[src/rtl/uart_rx_oversampled_pkg.sv]
// Shared definitions for the oversampled UART receiver and its baud tick
// generator. Defines the frame width, the default line parameters, the
// receiver state encoding, and the tick divider calculation.
package uart_rx_oversampled_pkg;

  localparam int DATA_BITS    = 8;
  localparam int DEF_CLK_FREQ = 50_000_000;
  localparam int DEF_BAUDRATE = 115_200;

  typedef enum logic [2:0] {
    ST_IDLE,
    ST_START,
    ST_DATA,
    ST_STOP,
    ST_WAIT_HI
  } rx_state_t;

  // Clocks per oversample tick. Integer division truncates, so the bit
  // period can come out slightly short of the nominal baud period.
  function automatic int baud_div(input int clk_freq, input int baud, input int os);
    return clk_freq / (baud * os);
  endfunction

endpackage

[src/rtl/uart_baud_tick.sv]
// Oversample tick generator. Produces a one-cycle pulse every DIV clocks,
// where DIV = CLK_FREQ / (BAUDRATE * OVERSAMPLE). The transmitter can reuse
// this block.
//   clk  : system clock
//   rst  : asynchronous active-high reset
//   clr  : holds the divider at 0; the first tick comes DIV clocks after release
//   tick : one-cycle pulse at the oversample rate
module uart_baud_tick
  import uart_rx_oversampled_pkg::*;
#(
  parameter int CLK_FREQ   = DEF_CLK_FREQ,
  parameter int BAUDRATE   = DEF_BAUDRATE,
  parameter int OVERSAMPLE = 16
) (
  input  logic clk,
  input  logic rst,
  input  logic clr,
  output logic tick
);

  localparam int DIV = baud_div(CLK_FREQ, BAUDRATE, OVERSAMPLE);
  localparam int CW  = (DIV > 1) ? $clog2(DIV) : 1;

  logic [CW-1:0] cnt;
  logic          wrap;

  assign wrap = (cnt == CW'(DIV - 1));
  assign tick = wrap & ~clr;

  always_ff @(posedge clk or posedge rst) begin
    if (rst)              cnt <= '0;
    else if (clr || wrap) cnt <= '0;
    else                  cnt <= cnt + 1'b1;
  end

endmodule

[src/rtl/uart_rx_oversampled.sv]
// UART receiver: 8N1 framing, LSB first, 16x oversampling.
// rx_in passes through a 2-flop synchroniser. Start bits are re-checked at
// mid-bit to reject glitches. Data and stop bits are sampled once per bit
// period, in the middle of the bit. Bytes are handed downstream on a
// valid/ready interface.
//   clk       : system clock
//   rst       : asynchronous active-high reset
//   rx_in     : serial line, idle high, asynchronous to clk
//   d_out     : received byte; stable while d_valid is high
//   d_valid   : byte available; held until it is accepted
//   d_ready   : consumer accepts the byte when d_valid & d_ready
//   frame_err : one-cycle pulse when the stop bit is sampled low
//   overrun   : one-cycle pulse when a byte completes while the previous
//               byte is still unaccepted; the new byte is dropped
//   busy      : high while a frame is in progress
module uart_rx_oversampled
  import uart_rx_oversampled_pkg::*;
#(
  parameter int CLK_FREQ   = DEF_CLK_FREQ,
  parameter int BAUDRATE   = DEF_BAUDRATE,
  parameter int OVERSAMPLE = 16
) (
  input  logic                 clk,
  input  logic                 rst,
  input  logic                 rx_in,
  output logic [DATA_BITS-1:0] d_out,
  output logic                 d_valid,
  input  logic                 d_ready,
  output logic                 frame_err,
  output logic                 overrun,
  output logic                 busy
);

  localparam int TW = $clog2(OVERSAMPLE);
  localparam int BW = $clog2(DATA_BITS);
  localparam logic [TW-1:0] T_HALF = TW'(OVERSAMPLE / 2 - 1);
  localparam logic [TW-1:0] T_LAST = TW'(OVERSAMPLE - 1);
  localparam logic [BW-1:0] B_LAST = BW'(DATA_BITS - 1);

  // Synchroniser. Both flops reset to the idle level so that leaving reset
  // does not look like a start edge.
  logic rx_m, rx_s;

  always_ff @(posedge clk or posedge rst) begin
    if (rst) begin
      rx_m <= 1'b1;
      rx_s <= 1'b1;
    end else begin
      rx_m <= rx_in;
      rx_s <= rx_m;
    end
  end

  // Tick divider. It is held clear in IDLE, so every frame's tick phase is
  // aligned to the detected start edge.
  rx_state_t state, state_d;
  logic      tick, tick_clr;

  assign tick_clr = (state == ST_IDLE);

  uart_baud_tick #(
    .CLK_FREQ  (CLK_FREQ),
    .BAUDRATE  (BAUDRATE),
    .OVERSAMPLE(OVERSAMPLE)
  ) u_tick (
    .clk (clk),
    .rst (rst),
    .clr (tick_clr),
    .tick(tick)
  );

  // FSM and datapath counters
  logic [TW-1:0]        tcnt, tcnt_d;
  logic [BW-1:0]        bcnt, bcnt_d;
  logic [DATA_BITS-1:0] shreg, shreg_d;
  logic                 deliver, stop_bad;

  always_ff @(posedge clk or posedge rst) begin
    if (rst) begin
      state <= ST_IDLE;
      tcnt  <= '0;
      bcnt  <= '0;
      shreg <= '0;
    end else begin
      state <= state_d;
      tcnt  <= tcnt_d;
      bcnt  <= bcnt_d;
      shreg <= shreg_d;
    end
  end

  always_comb begin
    state_d  = state;
    tcnt_d   = tcnt;
    bcnt_d   = bcnt;
    shreg_d  = shreg;
    deliver  = 1'b0;
    stop_bad = 1'b0;

    if (tick) tcnt_d = (tcnt == T_LAST) ? '0 : tcnt + 1'b1;

    case (state)
      ST_IDLE: begin
        tcnt_d = '0;
        bcnt_d = '0;
        if (!rx_s) state_d = ST_START;
      end
      ST_START: begin
        // Confirm the start bit at its centre. A high line here means the
        // edge was a glitch.
        if (tick && tcnt == T_HALF) begin
          if (rx_s) begin
            state_d = ST_IDLE;
          end else begin
            state_d = ST_DATA;
            tcnt_d  = '0;
            bcnt_d  = '0;
          end
        end
      end
      ST_DATA: begin
        // Counting resumes from mid-start, so each full tick period lands
        // in the middle of the next bit.
        if (tick && tcnt == T_LAST) begin
          shreg_d = {rx_s, shreg[DATA_BITS-1:1]};
          bcnt_d  = bcnt + 1'b1;
          if (bcnt == B_LAST) state_d = ST_STOP;
        end
      end
      ST_STOP: begin
        if (tick && tcnt == T_LAST) begin
          if (rx_s) begin
            deliver = 1'b1;
            state_d = ST_IDLE;
          end else begin
            stop_bad = 1'b1;
            state_d  = ST_WAIT_HI;
          end
        end
      end
      ST_WAIT_HI: begin
        // After a framing error, do not rearm until the line returns high.
        // Otherwise a held break would be decoded as a string of 0x00 frames.
        if (rx_s) state_d = ST_IDLE;
      end
      default: state_d = ST_IDLE;
    endcase
  end

  assign busy = (state != ST_IDLE);

  // Output register and handshake
  logic accept;
  assign accept = d_valid & d_ready;

  always_ff @(posedge clk or posedge rst) begin
    if (rst) begin
      d_out     <= '0;
      d_valid   <= 1'b0;
      frame_err <= 1'b0;
      overrun   <= 1'b0;
    end else begin
      frame_err <= stop_bad;
      overrun   <= 1'b0;
      if (deliver) begin
        // If the slot frees in this same cycle, the new byte replaces the
        // accepted one without a gap in d_valid.
        if (!d_valid || accept) begin
          d_out   <= shreg;
          d_valid <= 1'b1;
        end else begin
          overrun <= 1'b1;
        end
      end else if (accept) begin
        d_valid <= 1'b0;
      end
    end
  end

endmodule

[config.mk]
export PLATFORM = sky130hd
export DESIGN_NAME = uart_rx_oversampled
export DESIGN_NICKNAME = d
export VERILOG_FILES = /design/src/rtl/uart_rx_oversampled_pkg.sv /design/src/rtl/uart_baud_tick.sv /design/src/rtl/uart_rx_oversampled.sv
export SDC_FILE = /design/constraint.sdc
export NUM_CORES = 1
export LEC_CHECK = 0
export CAP_MARGIN = 20
export CORE_MARGIN = 4
export CORE_UTILIZATION = 45
export DETAILED_ROUTE_END_ITERATION = 8
export GPL_TIMING_DRIVEN = 0
export PLACE_DENSITY = 0.71
export SETUP_SLACK_MARGIN = 0.15
export SLEW_MARGIN = 20
export SYNTH_ARGS = -nofsm -noshare
export SYNTH_HDL_FRONTEND = slang
export SYNTH_SLANG_ARGS = --single-unit
[constraint.sdc]
create_clock -name clk -period 3.6 [get_ports clk]
set_input_delay 0.9 -clock clk [delete_from_list [all_inputs] [get_ports clk]]
set_output_delay 0.9 -clock clk [all_outputs]
set_load 0.02 [all_outputs]
==> impl_metrics.env, run 1 <==
export IMPL_warnings_from_yosys=0
export IMPL_detail_route_vias_per_cell=5.13
export IMPL_first_pass_iteration_count_of_the_detailed_router=4
export IMPL_slew_viol_final=0
export IMPL_cts_htree_levels=2
export IMPL_worst_slew_margin_rel_pct=51.2
export IMPL_cellLeakagePower_nw=0.896
export IMPL_num_vias=1015
export IMPL_cts_resized_gates=0
export IMPL_required_time_worst_endpoint_ns=2.70
export IMPL_critPathMaxFanout=10
export IMPL_layoutNonFillerInstCount=198
export IMPL_placement_rows=21
export IMPL_crit_type="reg -> out"
export IMPL_setup_tns_final_ns=0
export IMPL_cts_root_buf="clkbuf_8"
export IMPL_cts_hold_buf=0
export IMPL_die_y_um=68.8
export IMPL_antenna_found_initial=0
export IMPL_clk_latency_ns=0.28
export IMPL_synth_nets=139
export IMPL_crit_path_start_kind="flip-flop"
export IMPL_globalRoute_totalOverflow=0
export IMPL_initial_cell_density_of_the_core_pct=48.4
export IMPL_port_buf_inserts=15
export IMPL_hold_path_depth=0
export IMPL_numnets_final=161
export IMPL_numClockSinks=36
export IMPL_result_of_the_run="finished clean"
export IMPL_post_route_cells_drive_above_1_share_pct=23.7
export IMPL_first_global_vias=1043
export IMPL_synth_ff_latch_count=36
export IMPL_netlist_area_um2=1670
export IMPL_detail_route_antenna_nets=0
export IMPL_max_cap_violations=0
export IMPL_placeableCoreArea_um2=3440
export IMPL_synth_yosys_seq_area_share_pct=54.2
export IMPL_detail_route_drc_violations=0
export IMPL_reg2reg_depth=7
export IMPL_max_vdd_ir_drop_mv=0.257
export IMPL_hp_start="rx_m"
export IMPL_clockBufferDepth=2
export IMPL_path_class_of_the_lowest_slack_min_delay_path="reg -> reg"
export IMPL_grt_max_degree=37
export IMPL_layout_area_overhead_vs_synth_pct=17.1
export IMPL_dpl_hpwl_mm=1.89
export IMPL_tightest_slew_ns=0.731
export IMPL_reg2reg_setup_slack_ns=1.75
export IMPL_diodes=0
export IMPL_worst_hold_path_endpoint="rx_s"
export IMPL_drt_iter0_markers=38
export IMPL_num_io_pins=16
export IMPL_routed_wire_length_per_instance_um=13.4
export IMPL_cts_made_buffers=5
export IMPL_cts_post_setup_buffers_inserted=0
export IMPL_track_usage_pct=13.6
export IMPL_power_per_cell_area_nw_per_um2=348
export IMPL_netlist_instances=130
export IMPL_fp_dieArea_um2=4740
export IMPL_worstReg2RegEnd="shreg[5]"
export IMPL_grt_first_pass_wirelength_mm=4.70
export IMPL_final_hold_viol_count=0
export IMPL_wirelength_mm=2.65
export IMPL_achievable_frequency_mhz=340
export IMPL_worst_clock_skew_ns=0.00442
export IMPL_min_period_ns=2.94
export IMPL_arrival_ns=2.04
export IMPL_clk_transition_reported_paths_ns=0.07
export IMPL_timing_rr_start="u_tick.cnt[0]"
export IMPL_final_common_cell="dfrtp_1"
export IMPL_synth_distinct_cells=36
export IMPL_die_w_um=68.8
export IMPL_finalWeightedCongestion=0.769
export IMPL_tritoncts_clock_tree="built"
export IMPL_worstSetupEndpointType="primary output"
export IMPL_final_cell_mix="dfrtp_1 (34), clkdlybuf4s50_1 (15), nor2_1 (11)"
export IMPL_post_synth_cell_area_avg_um2=12.8
export IMPL_period_share_pct=81.8
export IMPL_unrepaired_setup_endpoints_after_global_routing="false"
export IMPL_setup_violations=0
export IMPL_placed_cells_incl_taps=191
[final cells by class]
type                    instances  area [um2]
plain buffers                   5        46.3
clock buffers                   6        72.6
clock inverters                 1        5.00
fillers                       292        1490
inverters                       4        15.0
multi-input cells              85         701
flip-flops and latches         36         903
well taps                      46        57.6
repair buffers                 15         150
[state kept, by name, summed over array words and instances (netlist names)]
register and cells:
rx_m 1, overrun 1, frame_err 1, shreg 8, d_out 8, tcnt 4, u_tick.cnt 5, bcnt 3
rx_s 1, d_valid 1, state 3
[kinds of logic after synthesis]
| kind of cell | share of synthesized area, % |
|---|---|
| AOI/OAI and AO/OA | 7.21 |
| xor gates and xnor gates | 3.16 |
| adders and majority gates | 3.76 |
| buffers and inverters | 3.68 |
| DFF | 54.2 |
| muxes | 13.9 |
| and+or+nand+nor | 14.1 |
[report_power, final]
group | internal, mW | switching (mW)
clock network | 0.131 | 0.127
logic | 0.00415 | 0.00898
registers | 0.407 | 0.00150
[critical path: stages (launching register included)]
cell,delay (ns)
dfrtp_1,0.39
buf_2,0.19
nor3_1,0.47
inv_1,0.15
clkdlybuf4s50_1,0.57
[per-layer routing]
metal / vias to the layer above / track usage [%] / part of all wire [%] / wire (um)
li1: 504 / - / - / -
met4: 0 / 8.03 / 1.7 / 45
met1: 491 / 17.6 / 47 / 1250
met2: 15 / 19.2 / 47 / 1240
met5: - / 0 / 0 / 0
met3: 5 / 5.35 / 4.2 / 110
[through the flow]
step / total power, mW / util [%] / hold WS, ns / setup WS [ns] / instance area [um2]
after floorplan: 0.423 / - / 0.345 / 1.62 / 1670
after global placement: 0.429 / 54.4 / 0.345 / 0.984 / 1870
after detailed placement: 0.429 / 54.4 / 0.347 / 0.946 / 1870
after CTS: 0.694 / 56.7 / 0.356 / 0.625 / 1950
after global routing: 0.711 / 56.7 / 0.357 / 0.531 / 1950
final: 0.679 / 56.7 / 0.357 / 0.656 / 1950
[worst max-delay path by stage]
stage / end / from
after floorplan: busy / state[1]
after global placement: busy / state[1]
after detailed placement: busy / state[1]
after CTS: busy / state[1]
after global routing: busy / state[1]
final: busy / state[1]
[synthesized netlist by cell type]
| cell | n | share of area (%) |
|---|---|---|
| a221o_1 | 1 | 0.60 |
| nand3_1 | 3 | 0.90 |
| and3b_1 | 1 | 0.53 |
| inv_1 | 4 | 0.90 |
| mux2_2 | 8 | 5.4 |
| nand4b_4 | 1 | 1.4 |
| a21o_1 | 1 | 0.45 |
| xor2_1 | 3 | 1.6 |
| nor2_4 | 2 | 1.4 |
| a211oi_1 | 2 | 0.90 |
| o21ai_0 | 2 | 0.60 |
| a22o_1 | 2 | 1.1 |
| xnor2_1 | 3 | 1.6 |
| buf_2 | 3 | 0.90 |
| mux2_4 | 8 | 7.2 |
| nor4_1 | 1 | 0.38 |
| a21oi_1 | 5 | 1.5 |
| mux2i_1 | 1 | 0.60 |
| dfstp_2 | 2 | 3.2 |
| and3_1 | 1 | 0.38 |
| ha_1 | 5 | 3.8 |
| and4b_1 | 1 | 0.60 |
| dfrtp_1 | 34 | 51 |
| nor3_1 | 4 | 1.2 |
| nand3_4 | 1 | 1.1 |
| mux2_1 | 1 | 0.68 |
| and3_2 | 1 | 0.45 |
| and3_4 | 1 | 0.68 |
| a311oi_1 | 2 | 1.1 |
| buf_12 | 1 | 1.2 |
| nand2b_1 | 1 | 0.38 |
| buf_6 | 1 | 0.68 |
| a2111o_1 | 1 | 0.68 |
| nand2_1 | 10 | 2.3 |
| a31oi_1 | 1 | 0.38 |
| nor2_1 | 11 | 2.5 |
No activity file was read; power rests on OpenSTA's default activity.
==> run 2: changes to the inputs <==
clock period = 2.9 ns   (was 3.6 ns; I/O delays follow)
==> run 2 against run 1 <==
  * Utilization increased by 0.15 points
  * Total power is 25% higher
  * Sequential cell count unchanged
  * Clock skew hardly changed
  * Via count about the same
  * Critical endpoint unchanged
  * Largest power group unchanged
==> impl_metrics.env, run 2 (same netlist as run 1, synthesis figures left out) <==
export IMPL_clk_latency_ns=0.28
export IMPL_grt_max_degree=37
export IMPL_cts_htree_levels=2
export IMPL_initial_cell_density_of_the_core_pct=48.4
export IMPL_placed_cells_incl_taps=191
export IMPL_achievable_frequency_mhz=385
export IMPL_first_global_vias=1018
export IMPL_max_vdd_ir_drop_mv=0.319
export IMPL_critPathMaxFanout=10
export IMPL_globalRoute_totalOverflow=0
export IMPL_worst_slew_margin_rel_pct=51.0
export IMPL_drt_iter0_markers=34
export IMPL_crit_path_start_kind="flip-flop"
export IMPL_arrival_ns=1.87
export IMPL_final_cell_mix="dfrtp_1 (34), clkdlybuf4s50_1 (15), nor2_1 (11)"
export IMPL_fp_dieArea_um2=4740
export IMPL_required_time_worst_endpoint_ns=2.17
export IMPL_tightest_slew_ns=0.735
export IMPL_num_io_pins=16
export IMPL_cts_root_buf="clkbuf_8"
export IMPL_detail_route_antenna_nets=0
export IMPL_first_pass_iteration_count_of_the_detailed_router=4
export IMPL_placeableCoreArea_um2=3440
export IMPL_cellLeakagePower_nw=0.896
export IMPL_power_per_cell_area_nw_per_um2=432
export IMPL_clk_transition_reported_paths_ns=0.07
export IMPL_unrepaired_setup_endpoints_after_global_routing="false"
export IMPL_clockBufferDepth=2
export IMPL_tritoncts_clock_tree="built"
export IMPL_final_hold_viol_count=0
export IMPL_finalWeightedCongestion=0.769
export IMPL_period_share_pct=89.5
export IMPL_final_common_cell="dfrtp_1"
export IMPL_detail_route_vias_per_cell=5.12
export IMPL_numClockSinks=36
export IMPL_dpl_hpwl_mm=1.89
export IMPL_path_class_of_the_lowest_slack_min_delay_path="reg -> reg"
export IMPL_slew_viol_final=0
export IMPL_routed_wire_length_per_instance_um=13.5
export IMPL_setup_tns_final_ns=0
export IMPL_track_usage_pct=13.6
export IMPL_layoutNonFillerInstCount=198
export IMPL_cts_made_buffers=5
export IMPL_fillerInstances=289
export IMPL_min_period_ns=2.59
export IMPL_placement_rows=21
export IMPL_die_w_um=68.8
export IMPL_diodes=0
export IMPL_wirelength_mm=2.68
export IMPL_die_y_um=68.8
export IMPL_max_cap_violations=0
export IMPL_num_vias=1014
export IMPL_detail_route_drc_violations=0
export IMPL_result_of_the_run="finished clean"
export IMPL_port_buf_inserts=15
export IMPL_post_route_cell_area_um2=1960
export IMPL_layout_core_utilization_pct=56.8
export IMPL_post_route_hold_slack_ns=0.357
export IMPL_numnets_final=161
export IMPL_reg_top3="d_out (8), shreg (8), u_tick.cnt (5)"
export IMPL_crit_type="reg -> out"
export IMPL_cts_hold_buf=0
export IMPL_worstSetupEndpointType="primary output"
export IMPL_layout_area_overhead_vs_synth_pct=17.4
export IMPL_antenna_found_initial=0
export IMPL_postPlaceCellArea_um2=1870
export IMPL_worst_clock_skew_ns=0.00464
export IMPL_grt_first_pass_wirelength_mm=4.67
export IMPL_post_route_cells_drive_above_1_share_pct=24.3
export IMPL_setup_violations=0
==> run 2: cell counts in the layout (fill, tap and decap cells not counted) <==
No cell type changed its count.
==> run 2: worst max-delay path, stage by stage, from the launching register on <==
cell and delay, ns:
dfrtp_1 0.39, buf_2 0.19, nor3_2 0.32, inv_1 0.12, clkdlybuf4s50_1 0.55
==> run 2: worst paths after layout <==
kind / slack [ns] / depth (start not counted) / to / start
max: 0.31 / 4 / busy / state[1]
min: 0.36 / 0 / rx_s / rx_m
max reg2reg: 1.05 / 7 / shreg[5] / u_tick.cnt[0]
min reg2reg: 0.36 / 0 / rx_s / rx_m
max in group asynchronous: 1.55 / 2 / shreg[2] / rst
min in group asynchronous: 0.89 / 2 / shreg[5] / rst
==> run 2: routing by layer <==
| metal | track usage (%) | up-vias | share of wire (%) |
|---|---|---|---|
| li1 | - | 502 | - |
| met1 | 17.4 | 492 | 47 |
| met2 | 19.5 | 15 | 47 |
| met3 | 5.35 | 5 | 4.1 |
| met4 | 7.30 | 0 | 1.7 |
| met5 | 0 | - | 0 |
==> run 2: stage by stage <==
step                      setup WS [ns]  power [mW]
after global placement            0.459       0.532
after floorplan                    1.09       0.525
after global routing              0.217       0.883
final                             0.306       0.846
after detailed placement          0.421       0.533
after CTS                         0.287       0.861
==> run 2: power by group <==
group | total [mW] | internal, mW | switching (mW)
combinational | 0.0163 | 0.00515 | 0.0112
sequential | 0.507 | 0.505 | 0.00192
clock | 0.322 | 0.163 | 0.160
total | 0.846 | 0.673 | 0.173
==> run 2: layout make-up <==
| cell class | count | area (um2) | share of cell area, % |
|---|---|---|---|
| inverter | 4 | 15.0 | 0.768 |
| tap | 46 | 57.6 | 2.94 |
| timing repair buffer | 15 | 150 | 7.68 |
| sequential | 36 | 903 | 46.2 |
| clock inverter | 1 | 5.00 | 0.256 |
| multi-input combinational | 85 | 706 | 36.1 |
| buffer | 5 | 46.3 | 2.37 |
| clock buffer | 6 | 72.6 | 3.71 |
==> run 2: repair_timing <==
action	in CTS	in global routing
setup buffers	0	0
setup endpoints to repair	1	0
gates resized for setup	1	0
